===== src/rtl/hazard_fwd_ctrl_pkg.sv =====
// Shared types for the hazard/forwarding controller: EX-stage operand mux
// selects, multicycle FSM states and the shadow-slot records.
package hazard_fwd_ctrl_pkg;

  localparam int unsigned REG_AW = 5;

  typedef logic [REG_AW-1:0] reg_idx_t;

  // ALU operand select: register file, WB write data, EX/MEM result.
  typedef enum logic [1:0] {
    FWD_RF  = 2'b00,
    FWD_WB  = 2'b01,
    FWD_MEM = 2'b10
  } fwd_sel_e;

  typedef enum logic {
    MD_IDLE = 1'b0,
    MD_BUSY = 1'b1
  } md_state_e;

  typedef struct packed {
    logic     valid;
    reg_idx_t rd;
    logic     reg_write;
    logic     mem_read;
  } slot_t;

  typedef struct packed {
    slot_t    base;
    reg_idx_t rs1;
    reg_idx_t rs2;
    logic     multicycle;
  } ex_slot_t;

  // True when the slot will write a non-x0 register that matches rs.
  function automatic logic slot_writes(slot_t s, reg_idx_t rs);
    return s.valid && s.reg_write && (s.rd != '0) && (s.rd == rs);
  endfunction

endpackage


===== src/rtl/hazard_fwd_ctrl_if.sv =====
// ID-stage request and hazard/forwarding control bundle.
interface hazard_fwd_ctrl_if;
  logic       id_valid;
  logic [4:0] id_rs1;
  logic [4:0] id_rs2;
  logic [4:0] id_rd;
  logic       id_use_rs1;
  logic       id_use_rs2;
  logic       id_reg_write;
  logic       id_mem_read;
  logic       id_multicycle;
  logic       ex_branch_taken;
  logic       md_done;
  logic [1:0] ForwardA;
  logic [1:0] ForwardB;
  logic       pc_write;
  logic       ifid_write;
  logic       idex_bubble;
  logic       flush_ifid;
  logic       md_start;
  logic       stall;

  modport master (
    output id_valid, id_rs1, id_rs2, id_rd, id_use_rs1, id_use_rs2,
           id_reg_write, id_mem_read, id_multicycle, ex_branch_taken, md_done,
    input  ForwardA, ForwardB, pc_write, ifid_write, idex_bubble, flush_ifid,
           md_start, stall
  );

  modport slave (
    input  id_valid, id_rs1, id_rs2, id_rd, id_use_rs1, id_use_rs2,
           id_reg_write, id_mem_read, id_multicycle, ex_branch_taken, md_done,
    output ForwardA, ForwardB, pc_write, ifid_write, idex_bubble, flush_ifid,
           md_start, stall
  );
endinterface


===== src/rtl/hazard_fwd_ctrl_fwd_select.sv =====
// One ALU operand forwarding select; the nearer (MEM) producer wins over WB.
module fwd_select
  import hazard_fwd_ctrl_pkg::*;
(
  input  reg_idx_t i_rs,
  input  slot_t    i_mem,
  input  slot_t    i_wb,
  output fwd_sel_e o_sel
);

  logic w_unused_mem_read;
  assign w_unused_mem_read = &{1'b0, i_mem.mem_read, i_wb.mem_read};

  always_comb begin
    o_sel = FWD_RF;
    if (slot_writes(i_mem, i_rs))
      o_sel = FWD_MEM;
    else if (slot_writes(i_wb, i_rs))
      o_sel = FWD_WB;
  end

endmodule


===== src/rtl/hazard_fwd_ctrl.sv =====
// Pipeline hazard unit: shadow EX/MEM/WB slots, forwarding selects, load-use
// stall, branch flush and the multicycle (mul/div) hold FSM.
module hazard_fwd_ctrl
  import hazard_fwd_ctrl_pkg::*;
(
  input logic               clk,
  input logic               rst_n,
  hazard_fwd_ctrl_if.slave  bus
);

  md_state_e r_state, w_state_nxt;
  ex_slot_t  r_ex, w_ex_in;
  slot_t     r_mem, r_wb;

  logic     w_load_use, w_md_launch, w_advance;
  logic     w_pc_write, w_ifid_write, w_bubble, w_flush, w_md_start;
  fwd_sel_e w_fwd_a, w_fwd_b;

  fwd_select u_fwd_a (.i_rs(r_ex.rs1), .i_mem(r_mem), .i_wb(r_wb), .o_sel(w_fwd_a));
  fwd_select u_fwd_b (.i_rs(r_ex.rs2), .i_mem(r_mem), .i_wb(r_wb), .o_sel(w_fwd_b));

  assign w_load_use = bus.id_valid && r_ex.base.valid && r_ex.base.mem_read &&
                      (r_ex.base.rd != '0) &&
                      ((bus.id_use_rs1 && (bus.id_rs1 == r_ex.base.rd)) ||
                       (bus.id_use_rs2 && (bus.id_rs2 == r_ex.base.rd)));

  assign w_md_launch = r_ex.base.valid && r_ex.multicycle;

  // The launch cycle already holds the pipeline so the mul/div stays in EX
  // for the whole BUSY period; it leaves EX on the md_done cycle.
  always_comb begin
    w_state_nxt  = r_state;
    w_pc_write   = 1'b1;
    w_ifid_write = 1'b1;
    w_bubble     = 1'b0;
    w_flush      = 1'b0;
    w_md_start   = 1'b0;
    w_advance    = 1'b1;
    if (rst_n) begin
      unique case (r_state)
        MD_IDLE: begin
          if (w_md_launch) begin
            w_md_start   = 1'b1;
            w_pc_write   = 1'b0;
            w_ifid_write = 1'b0;
            w_advance    = 1'b0;
            w_state_nxt  = MD_BUSY;
          end else if (bus.ex_branch_taken) begin
            w_flush  = 1'b1;
            w_bubble = 1'b1;
          end else if (w_load_use) begin
            w_pc_write   = 1'b0;
            w_ifid_write = 1'b0;
            w_bubble     = 1'b1;
          end
        end
        MD_BUSY: begin
          if (bus.md_done) begin
            w_state_nxt = MD_IDLE;
          end else begin
            w_pc_write   = 1'b0;
            w_ifid_write = 1'b0;
            w_advance    = 1'b0;
          end
        end
      endcase
    end
  end

  always_comb begin
    w_ex_in = '0;
    if (bus.id_valid && !w_bubble) begin
      w_ex_in.base.valid     = 1'b1;
      w_ex_in.base.rd        = bus.id_rd;
      w_ex_in.base.reg_write = bus.id_reg_write;
      w_ex_in.base.mem_read  = bus.id_mem_read;
      w_ex_in.rs1            = bus.id_rs1;
      w_ex_in.rs2            = bus.id_rs2;
      w_ex_in.multicycle     = bus.id_multicycle;
    end
  end

  always_ff @(posedge clk or negedge rst_n) begin
    if (!rst_n) begin
      r_state <= MD_IDLE;
      r_ex    <= '0;
      r_mem   <= '0;
      r_wb    <= '0;
    end else begin
      r_state <= w_state_nxt;
      if (w_advance) begin
        r_wb  <= r_mem;
        r_mem <= r_ex.base;
        r_ex  <= w_ex_in;
      end
    end
  end

  assign bus.ForwardA    = w_fwd_a;
  assign bus.ForwardB    = w_fwd_b;
  assign bus.pc_write    = w_pc_write;
  assign bus.ifid_write  = w_ifid_write;
  assign bus.idex_bubble = w_bubble;
  assign bus.flush_ifid  = w_flush;
  assign bus.md_start    = w_md_start;
  assign bus.stall       = ~w_pc_write;

endmodule


===== src/flat_wrapper.sv =====
// flat-port wrapper written by rule: the top's interface ports become plain ports
module hazard_fwd_ctrl_flat import hazard_fwd_ctrl_pkg::*;
  (clk, rst_n, bus_id_valid, bus_id_rs1, bus_id_rs2, bus_id_rd, bus_id_use_rs1, bus_id_use_rs2, bus_id_reg_write, bus_id_mem_read, bus_id_multicycle, bus_ex_branch_taken, bus_md_done, bus_ForwardA, bus_ForwardB, bus_pc_write, bus_ifid_write, bus_idex_bubble, bus_flush_ifid, bus_md_start, bus_stall);
  hazard_fwd_ctrl_if bus_i ();
  input logic clk;
  input logic rst_n;
  input wire logic [$bits(bus_i.id_valid)-1:0] bus_id_valid;
  input wire logic [$bits(bus_i.id_rs1)-1:0] bus_id_rs1;
  input wire logic [$bits(bus_i.id_rs2)-1:0] bus_id_rs2;
  input wire logic [$bits(bus_i.id_rd)-1:0] bus_id_rd;
  input wire logic [$bits(bus_i.id_use_rs1)-1:0] bus_id_use_rs1;
  input wire logic [$bits(bus_i.id_use_rs2)-1:0] bus_id_use_rs2;
  input wire logic [$bits(bus_i.id_reg_write)-1:0] bus_id_reg_write;
  input wire logic [$bits(bus_i.id_mem_read)-1:0] bus_id_mem_read;
  input wire logic [$bits(bus_i.id_multicycle)-1:0] bus_id_multicycle;
  input wire logic [$bits(bus_i.ex_branch_taken)-1:0] bus_ex_branch_taken;
  input wire logic [$bits(bus_i.md_done)-1:0] bus_md_done;
  output wire logic [$bits(bus_i.ForwardA)-1:0] bus_ForwardA;
  output wire logic [$bits(bus_i.ForwardB)-1:0] bus_ForwardB;
  output wire logic [$bits(bus_i.pc_write)-1:0] bus_pc_write;
  output wire logic [$bits(bus_i.ifid_write)-1:0] bus_ifid_write;
  output wire logic [$bits(bus_i.idex_bubble)-1:0] bus_idex_bubble;
  output wire logic [$bits(bus_i.flush_ifid)-1:0] bus_flush_ifid;
  output wire logic [$bits(bus_i.md_start)-1:0] bus_md_start;
  output wire logic [$bits(bus_i.stall)-1:0] bus_stall;
  assign bus_i.id_valid = bus_id_valid;
  assign bus_i.id_rs1 = bus_id_rs1;
  assign bus_i.id_rs2 = bus_id_rs2;
  assign bus_i.id_rd = bus_id_rd;
  assign bus_i.id_use_rs1 = bus_id_use_rs1;
  assign bus_i.id_use_rs2 = bus_id_use_rs2;
  assign bus_i.id_reg_write = bus_id_reg_write;
  assign bus_i.id_mem_read = bus_id_mem_read;
  assign bus_i.id_multicycle = bus_id_multicycle;
  assign bus_i.ex_branch_taken = bus_ex_branch_taken;
  assign bus_i.md_done = bus_md_done;
  assign bus_ForwardA = bus_i.ForwardA;
  assign bus_ForwardB = bus_i.ForwardB;
  assign bus_pc_write = bus_i.pc_write;
  assign bus_ifid_write = bus_i.ifid_write;
  assign bus_idex_bubble = bus_i.idex_bubble;
  assign bus_flush_ifid = bus_i.flush_ifid;
  assign bus_md_start = bus_i.md_start;
  assign bus_stall = bus_i.stall;
  hazard_fwd_ctrl u_core (.clk(clk), .rst_n(rst_n), .bus(bus_i));
endmodule

===== config.mk =====
export PLATFORM = sky130hd
export DESIGN_NAME = hazard_fwd_ctrl_flat
export DESIGN_NICKNAME = d
export VERILOG_FILES = /design/src/rtl/hazard_fwd_ctrl_pkg.sv /design/src/rtl/hazard_fwd_ctrl_if.sv /design/src/rtl/hazard_fwd_ctrl_fwd_select.sv /design/src/rtl/hazard_fwd_ctrl.sv /design/src/flat_wrapper.sv
export SDC_FILE = /design/constraint.sdc
export NUM_CORES = 1
export LEC_CHECK = 0
export CORE_MARGIN = 4
export CORE_UTILIZATION = 45
export DETAILED_ROUTE_END_ITERATION = 16
export PLACE_DENSITY = 0.76
export REMOVE_ABC_BUFFERS = 1
export SYNTH_ARGS = -nofsm -noshare
export SYNTH_HDL_FRONTEND = slang
export SYNTH_SLANG_ARGS = --single-unit

===== constraint.sdc =====
create_clock -name clk -period 4.7 [get_ports clk]
set_clock_uncertainty 0.05 [all_clocks]
set_input_delay 0.94 -clock clk [delete_from_list [all_inputs] [get_ports clk]]
set_output_delay 0.94 -clock clk [all_outputs]
set_load 0.005 [all_outputs]

# ---- Word-level counts from Yosys, hierarchy flattened
# Index checks and enable logic that the tools add are counted.
dict set report word_totals {
  inputBits 25
  register_bits 34
  wordCells 71
}
dict set report classes {
  bitwise 2
  eq_ne 6
  n_reduce_logical 21
  mux 28
}
# operator count
set op_table {}
lappend op_table {{== test 5 bit} 6}
lappend op_table {{2-to-1 mux 1 bit} 22}
lappend op_table {{2-to-1 mux 19 bit} 1}
lappend op_table {{logical AND 1 bit} 16}
lappend op_table {{nonzero test 5 bit} 3}
lappend op_table {{case mux 1 bit (2 select lines)} 3}
lappend op_table {{2-to-1 mux 2 bit} 2}
lappend op_table {{inverter 1 bit} 2}
lappend op_table {{zero test 1 bit} 1}
lappend op_table {{logical OR 1 bit} 1}

# ---- Logic depth before layout (Yosys ltp)
# Gate-level depths: netlist of run 1.
dict set report depth {
  ltp_word 12
  mapped_depth 7
}

# ---- Hierarchy
# A second synthesis of run 1 with hierarchy kept.
dict set report unflattened {
  hier_cells 201
  hier_area_um2 2213.4
}
# mod n_inst cells_per_inst seq_area_each_um2 area_each_um2
set modules_own_cells {}
lappend modules_own_cells {hazard_fwd_ctrl 1 163 900.9 1898.1}
lappend modules_own_cells {fwd_select 2 19 0.0 157.7}

# ---- Least setup slack after synthesis of run 1
# No wires, ideal clock.
dict set report synth_timing {
  path_kind {input to output}
  from {input rst_n}
  to {output bus_pc_write}
  arrival_ns 2.064
  path_stages 6
  path_slack_ns 1.646
  path_cell_list {and4b_1 -> or2_1 -> buf_2 -> buf_1 -> a31oi_1 -> buf_4}
}
dict set report synth_via {
  elab_chain_cells 1
}
# item line
set synth_lines {}
lappend synth_lines {{from (decl)} flat_wrapper.sv:6} ;# input logic rst_n;
lappend synth_lines {{2-to-1 mux 1 bit} -}
lappend synth_lines {{to (decl)} flat_wrapper.sv:20} ;# output wire logic [$bits(bus_i.pc_write)-1:0] bus_pc_write;
# No other way between the ends.

# ---- Final worst setup path of run 1
dict set report layout_timing {
  from {input bus_id_rs1[2]}
  to {output bus_stall}
}
dict set report layout_via {
  elab_chain_cells 10
}
# item line
set layout_lines {}
lappend layout_lines {{from (decl)} flat_wrapper.sv:8} ;# input wire logic [$bits(bus_i.id_rs1)-1:0] bus_id_rs1;
lappend layout_lines {{== test 5 bit} hazard_fwd_ctrl.sv:24} ;# ((bus.id_use_rs1 && (bus.id_rs1 == r_ex.base.rd)) ||
lappend layout_lines {{logical AND 1 bit} hazard_fwd_ctrl.sv:24}
lappend layout_lines {{logical OR 1 bit} hazard_fwd_ctrl.sv:24}
lappend layout_lines {{logical AND 1 bit} hazard_fwd_ctrl.sv:23} ;# (r_ex.base.rd != '0) &&
lappend layout_lines {{2-to-1 mux 1 bit} hazard_fwd_ctrl.sv:51} ;# end else if (w_load_use) begin
lappend layout_lines {{2-to-1 mux 1 bit} hazard_fwd_ctrl.sv:48} ;# end else if (bus.ex_branch_taken) begin
lappend layout_lines {{2-to-1 mux 1 bit} hazard_fwd_ctrl.sv:42} ;# if (w_md_launch) begin
lappend layout_lines {{case mux 1 bit (2 select lines)} hazard_fwd_ctrl.sv:40} ;# unique case (r_state)
lappend layout_lines {{2-to-1 mux 1 bit} hazard_fwd_ctrl.sv:39} ;# if (rst_n) begin
lappend layout_lines {{inverter 1 bit} hazard_fwd_ctrl.sv:106} ;# assign bus.stall = ~w_pc_write;
lappend layout_lines {{to (decl)} flat_wrapper.sv:25} ;# output wire logic [$bits(bus_i.stall)-1:0] bus_stall;
# No other way between the ends.

==> metrics.txt, run 1 <==
antenna violations before repair 0; first-pass GRT wire length 7.75 mm; crit path time final 3.97 ns; Max Cap Viol 0; sequential share of the synthesized area 0.419; Post-synth ARST share 1.00; fin worst setup slack 0.734 ns; Die Wd 75.2 um; cell row count 24; Top-Level Pins 35; Min-Delay Path Class reg -> reg; CTS buffer count 5; Pint 0.527 mW; CTS resizes 0; Slowest-stage cell, CP clkdlybuf4s50_1; fin crit share 0.844; Clk pwr share 0.299; CTS Root Buffer Type clkbuf_8; worst slack, placed 0.726 ns; mapped cell area 2030 um^2; Worst path max stage delay 0.51 ns; overall power 0.748 mW; Clock Latency Late Sink 0.28 ns; most common cell in the netlist dfrtp_1; area delta synth->final 21.0%; power per cell area 305 nW/um^2; routed vias/inst 5.93; First-pass DRT Iterations 4; die extent in y 75.2 um; CTS Buffer Depth 2; sequential share of power 0.488; die area 5650 um^2; setup bufs post-CTS 0; Crit path required time 3.71 ns; pin count of the biggest net entering global routing 52; outcome finished clean; final global-route overflow total 0; leak pwr 1.04 nW; final hold vios 0; Clock Pin Slew Worst Setup and Hold Paths 0.07 ns; CTS Sinks 34; most used cell, CP clkdlybuf4s50_1; n_diodes 0; H-tree levels 2; switching power total 0.221 mW; layout cell share with drive strength beyond 1 0.124; Final setup viols 0; Startpoint Class input port; vias after detailed routing 1648; peak supply drop 0.198 mV; Initial Util 0.466; antenna-violating nets left 0; gr usage total 0.179; crit path max fanout 6; highest clock rate 252 MHz; synth warn 0; area post-placement 2360 um^2; vias in the first global route 1584; RSZ-0062 raised after global routing false; final instance area 2450 um^2; combinational power share 0.213; critical path endpoint category primary output; #FFs+latches synth 34; Sw Share 0.296; Post-CTS Hold Fix Bufs 0; Slew @ Worst Pin 0.717 ns; Distinct cells, synth 38; Post-synth EDFFs 0; dpl hpwl 3.32 mm; final wirelength 4.72 mm; IO Port Bufs 34; CP cell instances clkdlybuf4s50_1 > xnor2_1 > nand4_1 > o22ai_1 > buf_4 > a31o_2 > clkdlybuf4s50_1; Worst Path Arrival 2.98 ns; TritonCTS clock tree done; Final TNS setup 0 ns; R2R setup slack 2.66 ns; area leader, netlist dfrtp_1; top cell type's share of synthesized area 0.419; WL per Instance 17.0 um; Synth Instances 195; Slew Limit Headroom 0.522; top cells by count, synth dfrtp_1 (34), a21oi_1 (21), a211oi_1 (18), a22oi_1 (18), xnor2_1 (18); top post-synthesis cells by area dfrtp_1 (42%), xnor2_1 (7.8%), a211oi_1 (6.7%), a22oi_1 (6.7%), mux2_2 (6.7%); area of the core 4350 um^2; initial DRC count 94; WS Path Type in -> out; fin nets 250; DRC Markers 0; Final Max Tran Viols 0; mean post-synth cell area 10.4 um^2; GPL Wtd Cong 0.853; # fillers 378; predominant post-synthesis flop cell dfrtp_1
[kinds of logic (layout without fill, tap and decap cells)]
group                     count (synthesis)  after routing  share of synthesized area
DFF                                      34             34                      0.419
xor gates and xnor gates                 30             30                      0.129
muxes                                    12             12                     0.0666
buffers and inverters                    18             49                     0.0555
AOI/OAI and AO/OA                        72             72                      0.245
and+or+nand+nor                          29             29                     0.0845
[flip-flops by register name, summed over array words and instances (netlist names)]
| register | count |
|---|---|
| u_core.r_mem | 7 |
| u_core.r_ex | 19 |
| u_core.r_state | 1 |
| u_core.r_wb | 7 |
[critical path: cells and delay by family]
family                 cells  cell delay, ns
buffers and inverters      3            1.23
XOR/XNOR                   1            0.13
AND/OR/NAND/NOR            1            0.12
AO/OA/AOI/OAI              2            0.55
[power groups by stage]
stage | Clock (mW) | Sequential (mW) | Combinational, mW
after floorplan | 0 | 0.357 | 0.102
after global placement | 0 | 0.368 | 0.157
after detailed placement | 0 | 0.370 | 0.160
after CTS | 0.226 | 0.365 | 0.161
after global routing | 0.238 | 0.370 | 0.178
final | 0.223 | 0.365 | 0.159
[cell type report]
| cell class | count | area, um^2 | share of cell area |
|---|---|---|---|
| Inverter | 3 | 11.3 | 0.00459 |
| Timing Repair Buffer | 38 | 370 | 0.151 |
| Sequential cell | 34 | 851 | 0.347 |
| Clock inverter | 1 | 5.00 | 0.00204 |
| Multi-Input combinational cell | 143 | 1070 | 0.434 |
| Tap cell | 52 | 65.1 | 0.0265 |
| Clock buffer | 7 | 86.3 | 0.0352 |
[worst paths after layout]
check | from | to | cells past startpoint
min in group asynchronous | rst_n | u_core.r_ex[11]$_DFFE_PN0P_ | 1
setup reg to reg | u_core.r_state$_DFFE_PN0P_ | u_core.r_ex[9]$_DFFE_PN0P_ | 4
hold reg to reg | u_core.r_wb[7]$_DFFE_PN0P_ | u_core.r_wb[7]$_DFFE_PN0P_ | 2
hold / removal | u_core.r_wb[7]$_DFFE_PN0P_ | u_core.r_wb[7]$_DFFE_PN0P_ | 2
setup / recovery | bus_id_rs1[2] | bus_stall | 7
max in group asynchronous | rst_n | u_core.r_ex[2]$_DFFE_PN0P_ | 2
[cells in the final DEF, fill, tap and decap left out, types with 6 or more instances in the layout]
master	Yosys	routed
clkdlybuf4s50_1	0	34
dfrtp_1	34	34
a21oi_1	21	21
xnor2_1	18	18
a211oi_1	18	18
a22oi_1	18	18
xor2_1	12	12
mux2_2	12	12
clkbuf_8	0	6
[metal layers]
metal,share of wire,GRT usage,vias to the layer above
met5,0,0,-
met4,0.0089,0.0427,0
met3,0.047,0.0441,5
met2,0.50,0.282,43
met1,0.45,0.248,801
li1,-,-,799
[per-stage QoR]
step                cells  utilization  hold slack (ns)
finish                278        0.564            0.450
global route          278        0.564            0.482
global placement      270        0.543            0.426
detailed placement    270        0.543            0.447
floorplan             180            -            0.400
CTS                   278        0.564            0.463
(Power assumes the default switching activity.)
==> run 2, diff against run 1 <==
clock period = 3.9 ns   (was 4.7 ns; I/O delays follow)
==> metrics.txt, run 2 (synthesis results as in run 1) <==
crit path time final 3.59 ns; First-pass DRT Iterations 4 (unchanged); Startpoint Class input port; fin crit share 0.920; initial DRC count 74 (-21%); cell row count 24 (unchanged); sequential share of power 0.488 (about the same); WL per Instance 16.9 um (-0.76%); Clock Pin Slew Worst Setup and Hold Paths 0.07 ns (about the same); routed vias/inst 5.99 (+1.1%); antenna violations before repair 0 (unchanged); most used cell, CP clkdlybuf4s50_1; dpl hpwl 3.33 mm (+0.26%); leak pwr 1.04 nW (+0.46%); Slew @ Worst Pin 0.684 ns (-0.0328 ns); antenna-violating nets left 0 (unchanged); # fillers 379 (+0.26%); n_diodes 0 (unchanged); Die Wd 75.2 um (unchanged); commonest cells after routing, fill and taps aside clkdlybuf4s50_1 (34), dfrtp_1 (34), a21oi_1 (21); Final Max Tran Viols 0 (unchanged); vias after detailed routing 1672 (+1.5%); RSZ-0062 raised after global routing false; first-pass GRT wire length 8.28 mm (+6.9%); gr usage total 0.190 (+0.0113); Post-CTS Hold Fix Bufs 0 (unchanged); Sw Share 0.294 (-0.00188); register with the most flip-flops u_core.r_ex; die extent in y 75.2 um (unchanged); Final TNS setup 0 ns (unchanged); GPL Wtd Cong 0.874 (+2.5%); Worst path max stage delay 0.56 ns (+0.05 ns); CP cell instances clkdlybuf4s50_1 > and4b_1 > or2_2 > a31oi_1 > clkdlybuf4s50_1; Final setup viols 0 (unchanged); highest clock rate 279 MHz; Slowest-stage cell, CP clkdlybuf4s50_1; Largest register FFs 19 (unchanged); WP buf/inv 2 (-1); Clock Latency Late Sink 0.28 ns (about the same); critical path endpoint category primary output; outcome finished clean; pin count of the biggest net entering global routing 42 (-19%); Max Cap Viol 0 (unchanged); combinational power share 0.217 (+0.004); crit path max fanout 13 (+7); CTS resizes 0 (unchanged); Crit path required time 3.07 ns (-0.64 ns); CTS Sinks 34 (unchanged); layout cell share with drive strength beyond 1 0.128 (+0.00386); area of the core 4350 um^2 (unchanged); TritonCTS clock tree done; fin nets 251 (+0.40%); Slew Limit Headroom 0.544 (+0.0218); Initial Util 0.466 (unchanged); overall power 0.899 mW (+20%); Clk pwr share 0.295 (-0.004); area delta synth->final 21.3%; CTS buffer count 5 (unchanged); DRC Markers 0 (unchanged); power per cell area 365 nW/um^2 (+20%); setup bufs post-CTS 0 (unchanged); final global-route overflow total 0 (unchanged); Top Registers u_core.r_ex (19), u_core.r_mem (7), u_core.r_wb (7); H-tree levels 2 (unchanged); final core utilization 0.566 (+0.00172); Min-Delay Path Class reg -> reg; CTS Root Buffer Type clkbuf_8; IO Port Bufs 34 (unchanged); final hold vios 0 (unchanged); Worst Path Arrival 2.76 ns (-0.22 ns); CTS Buffer Depth 2 (unchanged); Top-Level Pins 35 (unchanged); vias in the first global route 1688 (+6.6%); WS Path Type in -> out; die area 5650 um^2 (unchanged); switching power total 0.264 mW (+20%); CP top delay family buffers and inverters; final wirelength 4.71 mm (-0.40%); Pint 0.635 mW (+21%); peak supply drop 0.244 mV (+23%)
[run 2: metal layers]
| layer | wire length, um | vias to the layer above | global-route usage | share of wire |
|---|---|---|---|---|
| met3 | 236 | 8 | 0.0307 | 0.050 |
| li1 | - | 789 | - | - |
| met1 | 2140 | 820 | 0.276 | 0.46 |
| met2 | 2270 | 55 | 0.298 | 0.48 |
| met4 | 53 | 0 | 0.0466 | 0.011 |
| met5 | 0 | - | 0 | 0 |
[run 2: metrics by stage]
| stage | hold WS, ns | worst slack [ns] | area, um^2 | std cells |
|---|---|---|---|---|
| 4_1_cts | 0.450 | 0.275 | 2460 | 279 |
| 3_5_place_dp | 0.434 | 0.295 | 2370 | 271 |
| 3_3_place_gp | 0.428 | 0.346 | 2370 | 271 |
| 2_1_floorplan | 0.400 | 0.867 | 1930 | 180 |
| 5_1_grt | 0.477 | 0.140 | 2460 | 279 |
| 6_report | 0.440 | 0.313 | 2460 | 279 |
[run 2: cell type report]
cell class                 count  area, um^2  share of cell area
clock buffer                   7        86.3              0.0351
clock inverter                 1        5.00             0.00203
inverter                       3        11.3             0.00457
multi-input combinational    143        1070               0.433
sequential                    34         851               0.346
tap                           52        65.1              0.0264
timing repair buffer          39         378               0.153
[run 2: final timing paths]
kind | endpoint | startpoint | slack, ns | cells past startpoint
min | u_core.r_wb[7]$_DFFE_PN0P_ | u_core.r_wb[7]$_DFFE_PN0P_ | 0.44 | 2
min in group asynchronous | u_core.r_ex[0]$_DFFE_PN0P_ | rst_n | 0.66 | 1
min reg2reg | u_core.r_wb[7]$_DFFE_PN0P_ | u_core.r_wb[7]$_DFFE_PN0P_ | 0.44 | 2
max | bus_ifid_write | rst_n | 0.31 | 5
max reg2reg | u_core.r_wb[6]$_DFFE_PN0P_ | u_core.r_state$_DFFE_PN0P_ | 1.86 | 4
max in group asynchronous | u_core.r_ex[5]$_DFFE_PN0P_ | rst_n | 2.34 | 3
[run 2: worst register-to-register path, cell delays in order, from the launching register on]
cell	delay (ns)
dfrtp_1	0.46
and4b_1	0.31
or2_2	0.26
buf_4	0.45
mux2_2	0.40
[run 2: power by group through the flow]
stage                     logic, mW  clock network (mW)  registers, mW
final                         0.195               0.265          0.439
after global routing          0.217               0.286          0.446
after CTS                     0.196               0.269          0.439
after detailed placement      0.195                   0          0.445
after global placement        0.190                   0          0.443
after floorplan               0.123                   0          0.430
==> run 3, diff against run 2 <==
GPL_TIMING_DRIVEN = 0   (was default)
==> metrics.txt, run 3 (synthesis results as in run 1) <==
outcome finished clean; antenna-violating nets left 0 (unchanged); area delta synth->final 21.8%; GPL Wtd Cong 0.863 (-1.2%); Clock Latency Late Sink 0.28 ns (about the same); Initial Util 0.466 (unchanged); Min-Delay Path Class reg -> reg; fin nets 247 (-1.6%); crit path time final 3.75 ns (+0.163 ns); Die Wd 75.2 um (unchanged); commonest cells after routing, fill and taps aside dfrtp_1 (34), clkdlybuf4s50_1 (33), a21oi_1 (21); n_diodes 0 (unchanged); final global-route overflow total 0 (unchanged); R2R setup slack 1.89 ns (+0.03 ns); CP cell instances clkdlybuf4s50_1 > xnor2_1 > nand4_1 > o22ai_4 > a31o_2 > clkdlybuf4s50_1; critical path endpoint category primary output; DRC Markers 0 (unchanged); Largest register FFs 19 (unchanged); pin count of the biggest net entering global routing 52 (+24%); peak supply drop 0.256 mV (+4.9%); fin crit share 0.962 (+0.0417); Slew @ Worst Pin 0.842 ns (+0.158 ns); RSZ-0062 raised after global routing false; gr usage total 0.175 (-0.0151); overall power 0.933 mW (+3.7%); WS Path Type in -> out; initial DRC count 90 (+22%); Slowest-stage cell, CP o22ai_4; Final Max Tran Viols 0 (unchanged); Slew Limit Headroom 0.439 (-0.105); dpl hpwl 3.11 mm (-6.7%); final wirelength 4.57 mm (-2.8%); cell row count 24 (unchanged); area post-placement 2350 um^2 (-0.69%); first-pass GRT wire length 7.56 mm (-8.8%); Clock Pin Slew Worst Setup and Hold Paths 0.06 ns (about the same); H-tree levels 2 (unchanged); IO Port Bufs 34 (unchanged); Top Registers u_core.r_ex (19), u_core.r_mem (7), u_core.r_wb (7); antenna violations before repair 0 (unchanged); Crit path required time 3.07 ns (about the same); vias after detailed routing 1625 (-2.8%); WP buf/inv 2 (unchanged); fin worst setup slack 0.150 ns (-0.163 ns); First-pass DRT Iterations 4 (unchanged); final core utilization 0.568 (+0.00230); Startpoint Class input port; Worst Path Arrival 2.92 ns (+0.16 ns); Top-Level Pins 35 (unchanged); CTS Buffer Depth 2 (unchanged); final instance area 2470 um^2 (+0.41%); Worst path max stage delay 0.55 ns (about the same); WL per Instance 16.6 um (-1.4%); highest clock rate 267 MHz (-4.3%); routed vias/inst 5.91 (-1.4%); commonest non-fill, non-tap cell in the layout dfrtp_1; Max Cap Viol 0 (unchanged); final hold vios 0 (unchanged); Final setup viols 0 (unchanged); area of the core 4350 um^2 (unchanged); vias in the first global route 1611 (-4.6%); CTS Sinks 34 (unchanged); register with the most flip-flops u_core.r_ex; layout cell share with drive strength beyond 1 0.126 (-0.00219); CP top delay family buffers and inverters; CTS buffer count 5 (unchanged); crit path max fanout 22 (+9); die extent in y 75.2 um (unchanged); Post-CTS Hold Fix Bufs 0 (unchanged); CTS Root Buffer Type clkbuf_8; most used cell, CP clkdlybuf4s50_1; TritonCTS clock tree done; worst slack, placed -0.0642 ns (-0.360 ns); power per cell area 377 nW/um^2 (+3.3%); die area 5650 um^2 (unchanged); leak pwr 1.04 nW (-0.73%)
run 3: repair_timing:
| action | 4_1_cts | 5_1_grt |
|---|---|---|
| buffers inserted | 0 | 0 |
| endpoints found under the setup margin | 3 | 0 |
| resized for setup | 1 | 0 |
run 3: power by group:
part,internal (mW),switching (mW),leakage (nW)
combinational,0.105,0.0891,0.534
sequential,0.388,0.0520,0.446
clock,0.178,0.121,0.0575
run 3: layer usage:
metal,vias to the layer above,wire (um),track usage
met2,33,2200,0.277
met4,0,31,0.0447
li1,787,-,-
met5,-,0,0
met1,802,2160,0.246
met3,3,187,0.0360
run 3: cell type report:
cell class              count  area, um^2
fillers                   365        1880
multi-input cells         143        1080
flip-flops and latches     34         851
repair buffers             35         355
clock buffers               8         110
well taps                  52        65.1
inverters                   3        11.3
run 3: tightest hold or removal path, stage by stage, from the launching register on:
cell     delay (ns)
dfrtp_1        0.35
nand2_1        0.05
o21ai_0        0.06
run 3: final timing paths:
kind | start | cells after the start | endpoint
max | bus_id_rs2[2] | 6 | bus_stall
min | u_core.r_wb[7]$_DFFE_PN0P_ | 2 | u_core.r_wb[7]$_DFFE_PN0P_
max reg2reg | u_core.r_state$_DFFE_PN0P_ | 4 | u_core.r_ex[0]$_DFFE_PN0P_
min reg2reg | u_core.r_wb[7]$_DFFE_PN0P_ | 2 | u_core.r_wb[7]$_DFFE_PN0P_
max in group asynchronous | rst_n | 1 | u_core.r_ex[12]$_DFFE_PN0P_
min in group asynchronous | rst_n | 1 | u_core.r_ex[16]$_DFFE_PN0P_
run 3: per-stage QoR:
stage	cells	hold slack, ns	setup TNS, ns
2_1_floorplan	180	0.400	0
3_3_place_gp	266	0.428	-35.94
3_5_place_dp	267	0.452	-0.119
4_1_cts	275	0.467	0
5_1_grt	275	0.498	0
6_report	275	0.450	0
